**config.mk**
```make
export PLATFORM = sky130hd
export DESIGN_NAME = cmd_cfg_mc_flat
export DESIGN_NICKNAME = d
export VERILOG_FILES = /design/src/rtl/la_cfg_pkg.sv /design/src/rtl/cmd_cfg_mc_if.sv /design/src/rtl/cfg_regfile.sv /design/src/rtl/cmd_cfg_mc.sv /design/src/flat_wrapper.sv
export SDC_FILE = /design/constraint.sdc
export NUM_CORES = 1
export LEC_CHECK = 0
export CORE_ASPECT_RATIO = 0.7
export CORE_MARGIN = 4
export CORE_UTILIZATION = 28
export CTS_BUF_LIST = sky130_fd_sc_hd__clkbuf_16
export DETAILED_ROUTE_END_ITERATION = 6
export SYNTH_ARGS = -nofsm -noshare
export SYNTH_HDL_FRONTEND = slang
export SYNTH_SLANG_ARGS = --single-unit
```
**constraint.sdc**
```tcl
create_clock -name clk -period 7.8 [get_ports clk]
set_input_delay 2.34 -clock clk [delete_from_list [all_inputs] [get_ports clk]]
set_output_delay 2.34 -clock clk [all_outputs]
set_load 0.1 [all_outputs]
```
**src/rtl/la_cfg_pkg.sv**
```systemverilog
// Shared types and constants for the logic-analyzer command/configuration block.
package la_cfg_pkg;

  typedef enum logic [1:0] {
    OP_RD  = 2'b00,
    OP_WR  = 2'b01,
    OP_DMP = 2'b10,
    OP_RSV = 2'b11
  } op_t;

  typedef enum logic [2:0] {
    S_IDLE      = 3'd0,
    S_RESP_WAIT = 3'd1,
    S_DMP_RD    = 3'd2,
    S_DMP_SEND  = 3'd3,
    S_DMP_WAIT  = 3'd4
  } state_t;

  localparam logic [5:0] ADDR_TRIG    = 6'h00;
  localparam logic [5:0] ADDR_DEC     = 6'h10;
  localparam logic [5:0] ADDR_VIH     = 6'h11;
  localparam logic [5:0] ADDR_VIL     = 6'h12;
  localparam logic [5:0] ADDR_MATCH_H = 6'h13;
  localparam logic [5:0] ADDR_MATCH_L = 6'h14;
  localparam logic [5:0] ADDR_MASK_H  = 6'h15;
  localparam logic [5:0] ADDR_MASK_L  = 6'h16;
  localparam logic [5:0] ADDR_BAUD_H  = 6'h17;
  localparam logic [5:0] ADDR_BAUD_L  = 6'h18;
  localparam logic [5:0] ADDR_TPOS_H  = 6'h19;
  localparam logic [5:0] ADDR_TPOS_L  = 6'h1A;

  localparam logic [7:0] ACK = 8'hA5;
  localparam logic [7:0] NAK = 8'hEE;

  localparam logic [5:0] RST_TRIG   = 6'h03;
  localparam logic [4:0] RST_CH     = 5'h01;
  localparam logic [3:0] RST_DEC    = 4'h0;
  localparam logic [7:0] RST_VIH    = 8'hAA;
  localparam logic [7:0] RST_VIL    = 8'h55;
  localparam logic [7:0] RST_MATCH  = 8'h00;
  localparam logic [7:0] RST_MASK   = 8'h00;
  localparam logic [7:0] RST_BAUD_H = 8'h06;
  localparam logic [7:0] RST_BAUD_L = 8'hC8;
  localparam logic [7:0] RST_TPOS_H = 8'h00;
  localparam logic [7:0] RST_TPOS_L = 8'h01;

endpackage

```
**src/rtl/cmd_cfg_mc_if.sv**
```systemverilog
// Host-side command/response handshake between the UART wrapper and the config block.
interface cmd_cfg_mc_if;
  logic [15:0] cmd;
  logic        cmd_rdy;
  logic        clr_cmd_rdy;
  logic [7:0]  resp;
  logic        send_resp;
  logic        resp_sent;

  modport master (
    output cmd, cmd_rdy, resp_sent,
    input  clr_cmd_rdy, resp, send_resp
  );

  modport slave (
    input  cmd, cmd_rdy, resp_sent,
    output clr_cmd_rdy, resp, send_resp
  );
endinterface

```
**src/rtl/cfg_regfile.sv**
```systemverilog
// Trigger/capture register set: storage, write decode, read mux and capture-done merge.
module cfg_regfile
  import la_cfg_pkg::*;
#(
  parameter int NUM_CH = 5
) (
  input  logic                  clk,
  input  logic                  rst,
  input  logic                  we,
  input  logic [5:0]            addr,
  input  logic [7:0]            wdata,
  input  logic                  set_capture_done,
  output logic [7:0]            rd_data,
  output logic                  unmapped,
  output logic [5:0]            trig_cfg,
  output logic [NUM_CH*5-1:0]   ch_trig_cfg,
  output logic [3:0]            decimator,
  output logic [7:0]            vih,
  output logic [7:0]            vil,
  output logic [7:0]            match_h,
  output logic [7:0]            match_l,
  output logic [7:0]            mask_h,
  output logic [7:0]            mask_l,
  output logic [7:0]            baud_cnt_h,
  output logic [7:0]            baud_cnt_l,
  output logic [7:0]            trig_pos_h,
  output logic [7:0]            trig_pos_l
);

  // Read mux with zero extension; channel registers occupy 0x01..NUM_CH.
  always_comb begin
    unmapped = 1'b0;
    rd_data  = '0;
    case (addr)
      ADDR_TRIG:    rd_data = {2'b00, trig_cfg};
      ADDR_DEC:     rd_data = {4'h0, decimator};
      ADDR_VIH:     rd_data = vih;
      ADDR_VIL:     rd_data = vil;
      ADDR_MATCH_H: rd_data = match_h;
      ADDR_MATCH_L: rd_data = match_l;
      ADDR_MASK_H:  rd_data = mask_h;
      ADDR_MASK_L:  rd_data = mask_l;
      ADDR_BAUD_H:  rd_data = baud_cnt_h;
      ADDR_BAUD_L:  rd_data = baud_cnt_l;
      ADDR_TPOS_H:  rd_data = trig_pos_h;
      ADDR_TPOS_L:  rd_data = trig_pos_l;
      default: begin
        unmapped = 1'b1;
        for (int k = 0; k < NUM_CH; k++) begin
          if (addr == 6'(k + 1)) begin
            unmapped = 1'b0;
            rd_data  = {3'b000, ch_trig_cfg[k*5 +: 5]};
          end
        end
      end
    endcase
  end

  // Register storage; capture-done forces TrigCfg[5] even over a same-cycle write.
  always_ff @(posedge clk) begin
    if (rst) begin
      trig_cfg    <= RST_TRIG;
      ch_trig_cfg <= {NUM_CH{RST_CH}};
      decimator   <= RST_DEC;
      vih         <= RST_VIH;
      vil         <= RST_VIL;
      match_h     <= RST_MATCH;
      match_l     <= RST_MATCH;
      mask_h      <= RST_MASK;
      mask_l      <= RST_MASK;
      baud_cnt_h  <= RST_BAUD_H;
      baud_cnt_l  <= RST_BAUD_L;
      trig_pos_h  <= RST_TPOS_H;
      trig_pos_l  <= RST_TPOS_L;
    end else begin
      if (we && addr == ADDR_TRIG)
        trig_cfg <= wdata[5:0] | {set_capture_done, 5'b00000};
      else if (set_capture_done)
        trig_cfg[5] <= 1'b1;
      for (int k = 0; k < NUM_CH; k++) begin
        if (we && addr == 6'(k + 1))
          ch_trig_cfg[k*5 +: 5] <= wdata[4:0];
      end
      if (we) begin
        case (addr)
          ADDR_DEC:     decimator  <= wdata[3:0];
          ADDR_VIH:     vih        <= wdata;
          ADDR_VIL:     vil        <= wdata;
          ADDR_MATCH_H: match_h    <= wdata;
          ADDR_MATCH_L: match_l    <= wdata;
          ADDR_MASK_H:  mask_h     <= wdata;
          ADDR_MASK_L:  mask_l     <= wdata;
          ADDR_BAUD_H:  baud_cnt_h <= wdata;
          ADDR_BAUD_L:  baud_cnt_l <= wdata;
          ADDR_TPOS_H:  trig_pos_h <= wdata;
          ADDR_TPOS_L:  trig_pos_l <= wdata;
          default: ;
        endcase
      end
    end
  end

endmodule

```
**src/rtl/cmd_cfg_mc.sv**
```systemverilog
// Host command decoder: register read/write responses and circular capture-buffer dump.
module cmd_cfg_mc
  import la_cfg_pkg::*;
#(
  parameter int NUM_CH  = 5,
  parameter int ENTRIES = 384,
  parameter int LOG2    = 9
) (
  input  logic                clk,
  input  logic                rst,
  cmd_cfg_mc_if.slave         host,
  input  logic                set_capture_done,
  input  logic [LOG2-1:0]     waddr,
  input  logic [NUM_CH*8-1:0] rdata,
  output logic [LOG2-1:0]     raddr,
  output logic [5:0]          TrigCfg,
  output logic [NUM_CH*5-1:0] ChTrigCfg,
  output logic [3:0]          decimator,
  output logic [7:0]          VIH,
  output logic [7:0]          VIL,
  output logic [7:0]          matchH,
  output logic [7:0]          matchL,
  output logic [7:0]          maskH,
  output logic [7:0]          maskL,
  output logic [7:0]          baud_cntH,
  output logic [7:0]          baud_cntL,
  output logic [7:0]          trig_posH,
  output logic [7:0]          trig_posL
);

  state_t        state, state_nxt;
  op_t           op;
  logic [5:0]    addr;
  logic [3:0]    ch;
  logic [7:0]    rd_data;
  logic          unmapped;
  logic          accept;
  logic          dump_ok;
  logic          reg_we;
  logic          last_byte;
  logic [7:0]    ch_byte;

  logic [7:0]    resp_q, resp_nxt;
  logic          send_q, send_nxt;
  logic          clr_q, clr_nxt;
  logic [LOG2-1:0] raddr_nxt;
  logic [LOG2:0] cnt, cnt_nxt;
  logic [3:0]    dmp_ch, dmp_ch_nxt;

  // Circular RAM address increment, wrapping at the configured depth.
  function automatic logic [LOG2-1:0] next_addr(input logic [LOG2-1:0] a);
    return (32'(a) == ENTRIES - 1) ? '0 : a + 1'b1;
  endfunction

  assign op   = op_t'(host.cmd[15:14]);
  assign addr = host.cmd[13:8];
  assign ch   = host.cmd[11:8];

  // A command is taken only in IDLE and never in the cycle its predecessor is being cleared.
  assign accept    = (state == S_IDLE) && host.cmd_rdy && !clr_q;
  assign dump_ok   = (ch != 4'd0) && (32'(ch) <= NUM_CH) && TrigCfg[5];
  assign reg_we    = accept && (op == OP_WR) && !unmapped;
  assign last_byte = (32'(cnt) == ENTRIES - 1);

  assign host.resp        = resp_q;
  assign host.send_resp   = send_q;
  assign host.clr_cmd_rdy = clr_q;

  cfg_regfile #(.NUM_CH(NUM_CH)) u_regfile (
    .clk              (clk),
    .rst              (rst),
    .we               (reg_we),
    .addr             (addr),
    .wdata            (host.cmd[7:0]),
    .set_capture_done (set_capture_done),
    .rd_data          (rd_data),
    .unmapped         (unmapped),
    .trig_cfg         (TrigCfg),
    .ch_trig_cfg      (ChTrigCfg),
    .decimator        (decimator),
    .vih              (VIH),
    .vil              (VIL),
    .match_h          (matchH),
    .match_l          (matchL),
    .mask_h           (maskH),
    .mask_l           (maskL),
    .baud_cnt_h       (baud_cntH),
    .baud_cnt_l       (baud_cntL),
    .trig_pos_h       (trig_posH),
    .trig_pos_l       (trig_posL)
  );

  // Byte lane of the channel being dumped.
  always_comb begin
    ch_byte = '0;
    for (int k = 0; k < NUM_CH; k++) begin
      if (32'(dmp_ch) == k + 1)
        ch_byte = rdata[k*8 +: 8];
    end
  end

  // State register.
  always_ff @(posedge clk) begin
    if (rst) state <= S_IDLE;
    else     state <= state_nxt;
  end

  // Next-state logic.
  always_comb begin
    state_nxt = state;
    case (state)
      S_IDLE:      if (accept) state_nxt = (op == OP_DMP && dump_ok) ? S_DMP_RD : S_RESP_WAIT;
      S_RESP_WAIT: if (host.resp_sent) state_nxt = S_IDLE;
      S_DMP_RD:    state_nxt = S_DMP_SEND;
      S_DMP_SEND:  state_nxt = S_DMP_WAIT;
      S_DMP_WAIT:  if (host.resp_sent) state_nxt = last_byte ? S_IDLE : S_DMP_RD;
      default:     state_nxt = S_IDLE;
    endcase
  end

  // Output logic: next values of the registered response, handshake and dump pointers.
  always_comb begin
    resp_nxt   = resp_q;
    send_nxt   = 1'b0;
    clr_nxt    = 1'b0;
    raddr_nxt  = raddr;
    cnt_nxt    = cnt;
    dmp_ch_nxt = dmp_ch;
    case (state)
      S_IDLE: begin
        if (accept) begin
          send_nxt = 1'b1;
          case (op)
            OP_RD: resp_nxt = unmapped ? NAK : rd_data;
            OP_WR: resp_nxt = unmapped ? NAK : ACK;
            OP_DMP: begin
              if (dump_ok) begin
                send_nxt   = 1'b0;
                raddr_nxt  = next_addr(waddr);
                cnt_nxt    = '0;
                dmp_ch_nxt = ch;
              end else begin
                resp_nxt = NAK;
              end
            end
            default: resp_nxt = NAK;
          endcase
        end
      end
      S_RESP_WAIT: clr_nxt = host.resp_sent;
      S_DMP_SEND: begin
        resp_nxt = ch_byte;
        send_nxt = 1'b1;
      end
      S_DMP_WAIT: begin
        if (host.resp_sent) begin
          if (last_byte) begin
            clr_nxt = 1'b1;
          end else begin
            cnt_nxt   = cnt + 1'b1;
            raddr_nxt = next_addr(raddr);
          end
        end
      end
      default: ;
    endcase
  end

  // Output and dump-pointer registers.
  always_ff @(posedge clk) begin
    if (rst) begin
      resp_q <= '0;
      send_q <= 1'b0;
      clr_q  <= 1'b0;
      raddr  <= '0;
      cnt    <= '0;
      dmp_ch <= '0;
    end else begin
      resp_q <= resp_nxt;
      send_q <= send_nxt;
      clr_q  <= clr_nxt;
      raddr  <= raddr_nxt;
      cnt    <= cnt_nxt;
      dmp_ch <= dmp_ch_nxt;
    end
  end

endmodule

```
**src/flat_wrapper.sv**
```systemverilog
// flat-port wrapper written by rule: the top's interface ports become plain ports
module cmd_cfg_mc_flat import la_cfg_pkg::*;
#(
  parameter int NUM_CH  = 5,
  parameter int ENTRIES = 384,
  parameter int LOG2    = 9
)
  (clk, rst, set_capture_done, waddr, rdata, raddr, TrigCfg, ChTrigCfg, decimator, VIH, VIL, matchH, matchL, maskH, maskL, baud_cntH, baud_cntL, trig_posH, trig_posL, host_cmd, host_cmd_rdy, host_resp_sent, host_clr_cmd_rdy, host_resp, host_send_resp);
  cmd_cfg_mc_if host_i ();
  input  logic clk;
  input  logic rst;
  input  logic set_capture_done;
  input  logic [LOG2-1:0] waddr;
  input  logic [NUM_CH*8-1:0] rdata;
  output logic [LOG2-1:0] raddr;
  output logic [5:0] TrigCfg;
  output logic [NUM_CH*5-1:0] ChTrigCfg;
  output logic [3:0] decimator;
  output logic [7:0] VIH;
  output logic [7:0] VIL;
  output logic [7:0] matchH;
  output logic [7:0] matchL;
  output logic [7:0] maskH;
  output logic [7:0] maskL;
  output logic [7:0] baud_cntH;
  output logic [7:0] baud_cntL;
  output logic [7:0] trig_posH;
  output logic [7:0] trig_posL;
  input wire logic [$bits(host_i.cmd)-1:0] host_cmd;
  input wire logic [$bits(host_i.cmd_rdy)-1:0] host_cmd_rdy;
  input wire logic [$bits(host_i.resp_sent)-1:0] host_resp_sent;
  output wire logic [$bits(host_i.clr_cmd_rdy)-1:0] host_clr_cmd_rdy;
  output wire logic [$bits(host_i.resp)-1:0] host_resp;
  output wire logic [$bits(host_i.send_resp)-1:0] host_send_resp;
  assign host_i.cmd = host_cmd;
  assign host_i.cmd_rdy = host_cmd_rdy;
  assign host_i.resp_sent = host_resp_sent;
  assign host_clr_cmd_rdy = host_i.clr_cmd_rdy;
  assign host_resp = host_i.resp;
  assign host_send_resp = host_i.send_resp;
  cmd_cfg_mc #(.NUM_CH(NUM_CH), .ENTRIES(ENTRIES), .LOG2(LOG2)) u_core (.clk(clk), .rst(rst), .host(host_i), .set_capture_done(set_capture_done), .waddr(waddr), .rdata(rdata), .raddr(raddr), .TrigCfg(TrigCfg), .ChTrigCfg(ChTrigCfg), .decimator(decimator), .VIH(VIH), .VIL(VIL), .matchH(matchH), .matchL(matchL), .maskH(maskH), .maskL(maskL), .baud_cntH(baud_cntH), .baud_cntL(baud_cntL), .trig_posH(trig_posH), .trig_posL(trig_posL));
endmodule
```
# == After elaboration in Yosys (flattened, before gate mapping) ==
# Cells that the tools add are included.
# word_totals
reg_bits,151
latchBits,0
mem_bits_rw,0
rom_bits,0
input_bits,70
output_inout_bits,134
wordCells,157
n_memories,0
# op_classes
n_addsub,3
mul,0
n_div,0
order_cmp,1
n_eq_ne,37
shift,0
mux,52
n_bitwise,1
reduce_logical,38
# ops
cell,count
8-bit 2-to-1 mux,12
8-bit case mux with 12 select lines,1
"6-bit by 5-bit equality test with 1-bit output, second input constant",11
9-bit 2-to-1 mux,7
10-bit 2-to-1 mux,5
8-bit case mux with 3 select lines,1
2-bit AND reduction,11
10-bit case mux with 2 select lines,1
"9-bit by 1-bit adder with 9-bit output, second input constant",2
"9-bit equality test, second input constant",2
9-bit case mux with 2 select lines,1
8-bit case mux with 2 select lines,1
3-bit case mux with 5 select lines,1
1-bit logical AND,13
1-bit 2-to-1 mux,13
"6-bit by 2-bit equality test with 1-bit output, second input constant",2
"6-bit by 3-bit equality test with 1-bit output, second input constant",2
12-bit OR reduction,1
"10-bit by 1-bit adder with 10-bit output, second input constant",1
"10-bit by 9-bit equality test with 1-bit output, second input constant",1
3-bit 2-to-1 mux,3
"4-bit by 2-bit equality test with 1-bit output, second input constant",2
"4-bit by 3-bit equality test with 1-bit output, second input constant",2
"2-bit inequality test, second input constant",4
other kinds (24),32

# == Depth between registers and ports, before layout ==
# depth
word_depth,11
depth_mapped,9
depth_no_buf,7

# == Modules after synthesis ==
# Synthesis repeated with hierarchy kept, for this count alone.
# hier_totals
hier_cells,922
hier_area_um2,7775.0
# modules_own_cells
module,n_inst,cells_per_inst,area_per_inst_um2,seq_area_each_um2
cfg_regfile,1,613,5366.4,2302.2
cmd_cfg_mc,1,309,2408.6,720.7

# == Least setup slack after synthesis ==
# OpenSTA, ideal clock, no wires.
# synth_path
path_type,input -> register
start,input port host_cmd[13]
end,register u_core.u_regfile.mask_h[1]
setup_time_ns,0.128
arrival_time_ns,4.013
required_time_ns,7.672
slack_ns,3.660
stages,7
n_path_buf,2
cell_sequence,clkbuf_1 > a211oi_2 > nand4b_4 > buf_4 > nor3_4 > mux2i_1 > nor2_1
# synth_between
elab_chain_cells,10
elab_cells_between_ends,27
cone_classes,eq/ne (16); mux (6); reduce/logical (5)
# synth_lines
element,line_no,rtl
start: declaration,flat_wrapper.sv:29,input wire logic [$bits(host_i.cmd)-1:0] host_cmd;
6-bit by 1-bit equality test with 1-bit output,cfg_regfile.sv:50,if (addr == 6'(k + 1)) begin
1-bit 2-to-1 mux (5 in series),cfg_regfile.sv:50,
1-bit 2-to-1 mux,cfg_regfile.sv:34,case (addr)
1-bit logical NOT,cmd_cfg_mc.sv:62,assign reg_we = accept && (op == OP_WR) && !unmapped;
1-bit logical AND,cmd_cfg_mc.sv:62,
2-bit AND reduction (no line) *,--,
end signal: assignment,cfg_regfile.sv:91,ADDR_MASK_H: mask_h <= wdata;
end: declaration,cfg_regfile.sv:22,"output logic [7:0] mask_h,"
# Mark *: on every way between the ends. The rest lies on a longest branch, timed or not.
# A chain may end at the register's enable or synchronous reset.

# == Worst setup path after layout ==
# layout_path
start,input port host_cmd[8]
end,register u_core.u_regfile.trig_cfg[0]
# layout_between
elab_chain_cells,10
elab_cells_between_ends,27
cone_classes,eq/ne (16); mux (6); reduce/logical (5)
# layout_lines
element,line_no,rtl
6-bit by 1-bit equality test with 1-bit output,cfg_regfile.sv:50,
1-bit 2-to-1 mux (5 in series),cfg_regfile.sv:50,
1-bit 2-to-1 mux,cfg_regfile.sv:34,
1-bit logical NOT,cmd_cfg_mc.sv:62,
1-bit logical AND,cmd_cfg_mc.sv:62,
1-bit logical AND *,cfg_regfile.sv:76,if (we && addr == ADDR_TRIG)
end signal: assignment,cfg_regfile.sv:77,"trig_cfg <= wdata[5:0] | {set_capture_done, 5'b00000};"
end: declaration,cfg_regfile.sv:15,"output logic [5:0] trig_cfg,"
# Marked as above.

==> impl_results.md <==
* Status: finished, final reports clean
* Synth cell types at 62
* Crit path arrival time at about 5.6 ns
* Via count at around 7,600
* Worst setup SP type: input pin
* Leakage at 3.49 nW
* RSZ-0062 raised after global routing: no
* CTS clk-pin slew, worst paths at ~0.070 ns
* Final period util at 67.3%
* Placed inst area at just under 10,000 µm²
* DRT iter0 DRCs at 819
* Crit path cell chain: clkdlybuf4s50_1 > and2_1 > o21ai_1 > nand4b_4 > nor3_2 > nor2b_1 > a211o_1
* Worst skew pair latency at 0.44 ns
* Total power at 1.91 mW
* Seq/Total Area, Yosys at 39.8%
* IO Pins at 204
* Largest net degree at the start of global routing at 76
* WL final at approximately 31,000 µm
* Clk root buf: clkbuf_16
* Post-CTS Resized at 0
* Gr usage total at 20.1%
* Drt pass-1 iters at 5
* CP Class: in2reg
* Minimum clock period at roughly 5.2 ns
* GPL Wtd Cong at 0.938
* Top FF cell, synth: dfxtp_1
* Initial antenna violation count at 0
* EDFF count, synth at 0
* First-pass GRT wire length at 46,000 µm
* Finished Layout Cells at 1,430
* FF+latch count, synth at 151
* Crit path required time at 8.13 ns
* Power Dens Cells at 181 nW/µm²
* Slew HR at 28.1%
* Max Slew Vio Count at 0
* Die width at 205 µm
* Setup Buffers After CTS at 0
* Final setup vio count at 0
* Max Clock Skew at 0.0118 ns
* CP bufs+invs at 1
* H-tree Lvls at 4
* Async S/R FF share, synth at 0%
* Final Cell Area at between 10,000 and 15,000 µm²
* Min Hold Slack at 0.482 ns
* Synthesized area at 7600 µm²
* Initial Util at 28.5%
* Top Family by Delay on Critical Path: simple AND/OR/NAND/NOR gates
* YS warnings at 0
* Worst min-delay path class: reg2reg
* Final ANT Viol Nets at 0
* Port bufs at 203
* Final Hold Fails at 0
* Wire per inst at 21.7 µm
* Post-Syn Nets at 961
* Clock tree buffer depth at 2
* Setup crit end kind: flop
* Sinks on Clock Net at between 150 and 200
* Die Height at approximately 150 µm
* Vias in the first global route at approximately 7,200
* Post-detailed-route DRC marker count at 0
* Max_cap viols at 0
* Max Clk Rate at 190 MHz
* Syn Area/Cell at 8.56 µm²
* CTS tree: done
* DP Wirelength at 23,200 µm
* Nets at 1,126
* Crit path max fanout at 28
* GR Overflow Total at 0
* DR vias/cell at 5.34
* DP Cell Count at 1,398
* CP peak stage delay at 0.80 ns
* Fill count at between 2,000 and 3,000
* Slew @ Worst Pin at 1.08 ns
* Cts-stage hold buffer count at 0
* Layout area overhead at 38.6%
* Antenna diode instance count at 0
* Setup tns final at 0 ns
* Share of layout cells above drive strength 1 at 7.79%
* Critical path's slowest cell: nor3_2
* Worst VDD drop at 0.135 mV
* Die area at 29,900 µm²
* Core Footprint at 26,700 µm²
* CTS Buf Count at 17
* Num rows at 50
* Post-Syn Instances at 888
worst paths after layout:
| check | from | to | slack [ns] | cells after the start |
|---|---|---|---|---|
| worst min-delay path | u_core.u_regfile.mask_l[4] | u_core.u_regfile.mask_l[4] | 0.48 | 2 |
| worst max register to register | u_core.state[1] | u_core.u_regfile.trig_cfg[0] | 4.87 | 6 |
| worst min register to register | u_core.u_regfile.mask_l[4] | u_core.u_regfile.mask_l[4] | 0.48 | 2 |
| worst max-delay path | host_cmd[8] | u_core.u_regfile.trig_cfg[0] | 2.55 | 7 |
final cells by class:
type,instances,area (µm²),share of cell area (%)
Clock inverter,15,226,2.15
Multi-Input combinational cell,666,4300,40.8
Sequential cell,151,3020,28.7
Timing Repair Buffer,210,2080,19.8
Inverter,7,26.3,0.249
Tap cell,364,455,4.32
Clock buffer,17,425,4.04
metal layers:
layer  share of wire [%]  up-vias  track usage [%]
li1                    -     3538                -
met3                  12       27             7.57
met4                 1.1        0             3.82
met1                  46     3670             29.6
met2                  41      396             28.1
met5                   0        -                0
synthesized netlist by cell type, types with 4 or more instances:
master / instances / area [µm²]
nor3_4: 6 / 97.6
clkbuf_1: 53 / 199
nand3_1: 22 / 110
nor2_1: 125 / 469
a32oi_1: 4 / 35.0
nand2b_1: 10 / 62.6
a21oi_1: 45 / 225
xor2_1: 10 / 87.6
a22o_1: 4 / 35.0
o21ai_0: 28 / 140
nand2_1: 97 / 364
a211o_1: 9 / 78.8
nor2b_1: 18 / 113
nor3_2: 8 / 80.1
dfxtp_1: 151 / 3020
nor3b_1: 6 / 45.0
o22ai_1: 6 / 37.5
a211oi_1: 4 / 30.0
a22oi_1: 36 / 270
a311oi_1: 4 / 35.0
inv_1: 7 / 26.3
and2_1: 7 / 43.8
nand4_1: 12 / 75.1
xnor2_1: 4 / 35.0
or2_2: 5 / 31.3
o211ai_1: 7 / 52.6
nor3_1: 14 / 70.1
mux2_2: 16 / 180
mux2i_1: 84 / 841
buf_2: 7 / 35.0
nand3b_1: 9 / 67.6
and3_1: 7 / 43.8
a221oi_1: 8 / 70.1
layout by cell type, fill, tap and decap left out, types with 9 or more instances in the layout:
cell and n:
mux2i_1 84, clkdlybuf4s50_1 202, nand3_1 22, a21oi_1 45
nand2_1 97, nand4_1 12, dfxtp_1 151, nand3b_1 9
nor2b_1 18, nor2_1 125, a22oi_1 36, nor3_1 14
nand2b_1 10, a211o_1 9, mux2_2 16, xor2_1 10
clkbuf_16 17, o21ai_0 28
metrics by stage:
stage,utilization [%],worst slack [ns]
global route,39.4,2.36
detailed placement,37.0,2.12
global placement,37.0,2.20
floorplan,-,3.66
finish,39.4,2.55
CTS,39.4,2.57
report_power, final:
group / total, mW / switching (mW) / leakage (nW) / internal (mW)
Sequential: 0.786 / 0.00769 / 1.22 / 0.778
Combinational: 0.198 / 0.130 / 1.95 / 0.0675
Clock: 0.928 / 0.358 / 0.316 / 0.571
Total: 1.91 / 0.496 / 3.49 / 1.42
cell families (layout without fill, tap and decap cells):
group,Yosys count,after routing,share of synthesized area (%)
AO/OA/AOI/OAI,181,181,16.1
AND/OR/NAND/NOR,367,367,24.6
XOR/XNOR,14,14,1.61
flip-flops,151,151,39.8
multiplexers,101,101,13.7
buffers and inverters,71,249,3.67
adder cells (fa/ha/maj),3,3,0.494
flip-flops by register name, summed over array words and instances (netlist names):
register / flops
u_core.u_regfile.trig_pos_h: 8
u_core.u_regfile.vil: 8
u_core.u_regfile.mask_h: 8
u_core.u_regfile.vih: 8
u_core.state: 3
u_core.dmp_ch: 4
u_core.u_regfile.ch_trig_cfg: 25
u_core.u_regfile.trig_cfg: 6
u_core.u_regfile.baud_cnt_h: 8
u_core.u_regfile.trig_pos_l: 8
u_core.cnt: 10
u_core.u_regfile.mask_l: 8
u_core.host.resp: 8
u_core.raddr: 9
u_core.u_regfile.baud_cnt_l: 8
u_core.host.clr_cmd_rdy: 1
u_core.u_regfile.match_l: 8
u_core.u_regfile.match_h: 8
u_core.host.send_resp: 1
u_core.u_regfile.decimator: 4
worst min-delay path, cell delays in order, from the launching register on:
cell	delay, ns
dfxtp_1	0.32
nand2_1	0.06
a21oi_1	0.05
Note: power is estimated with default switching activity, not from simulation.
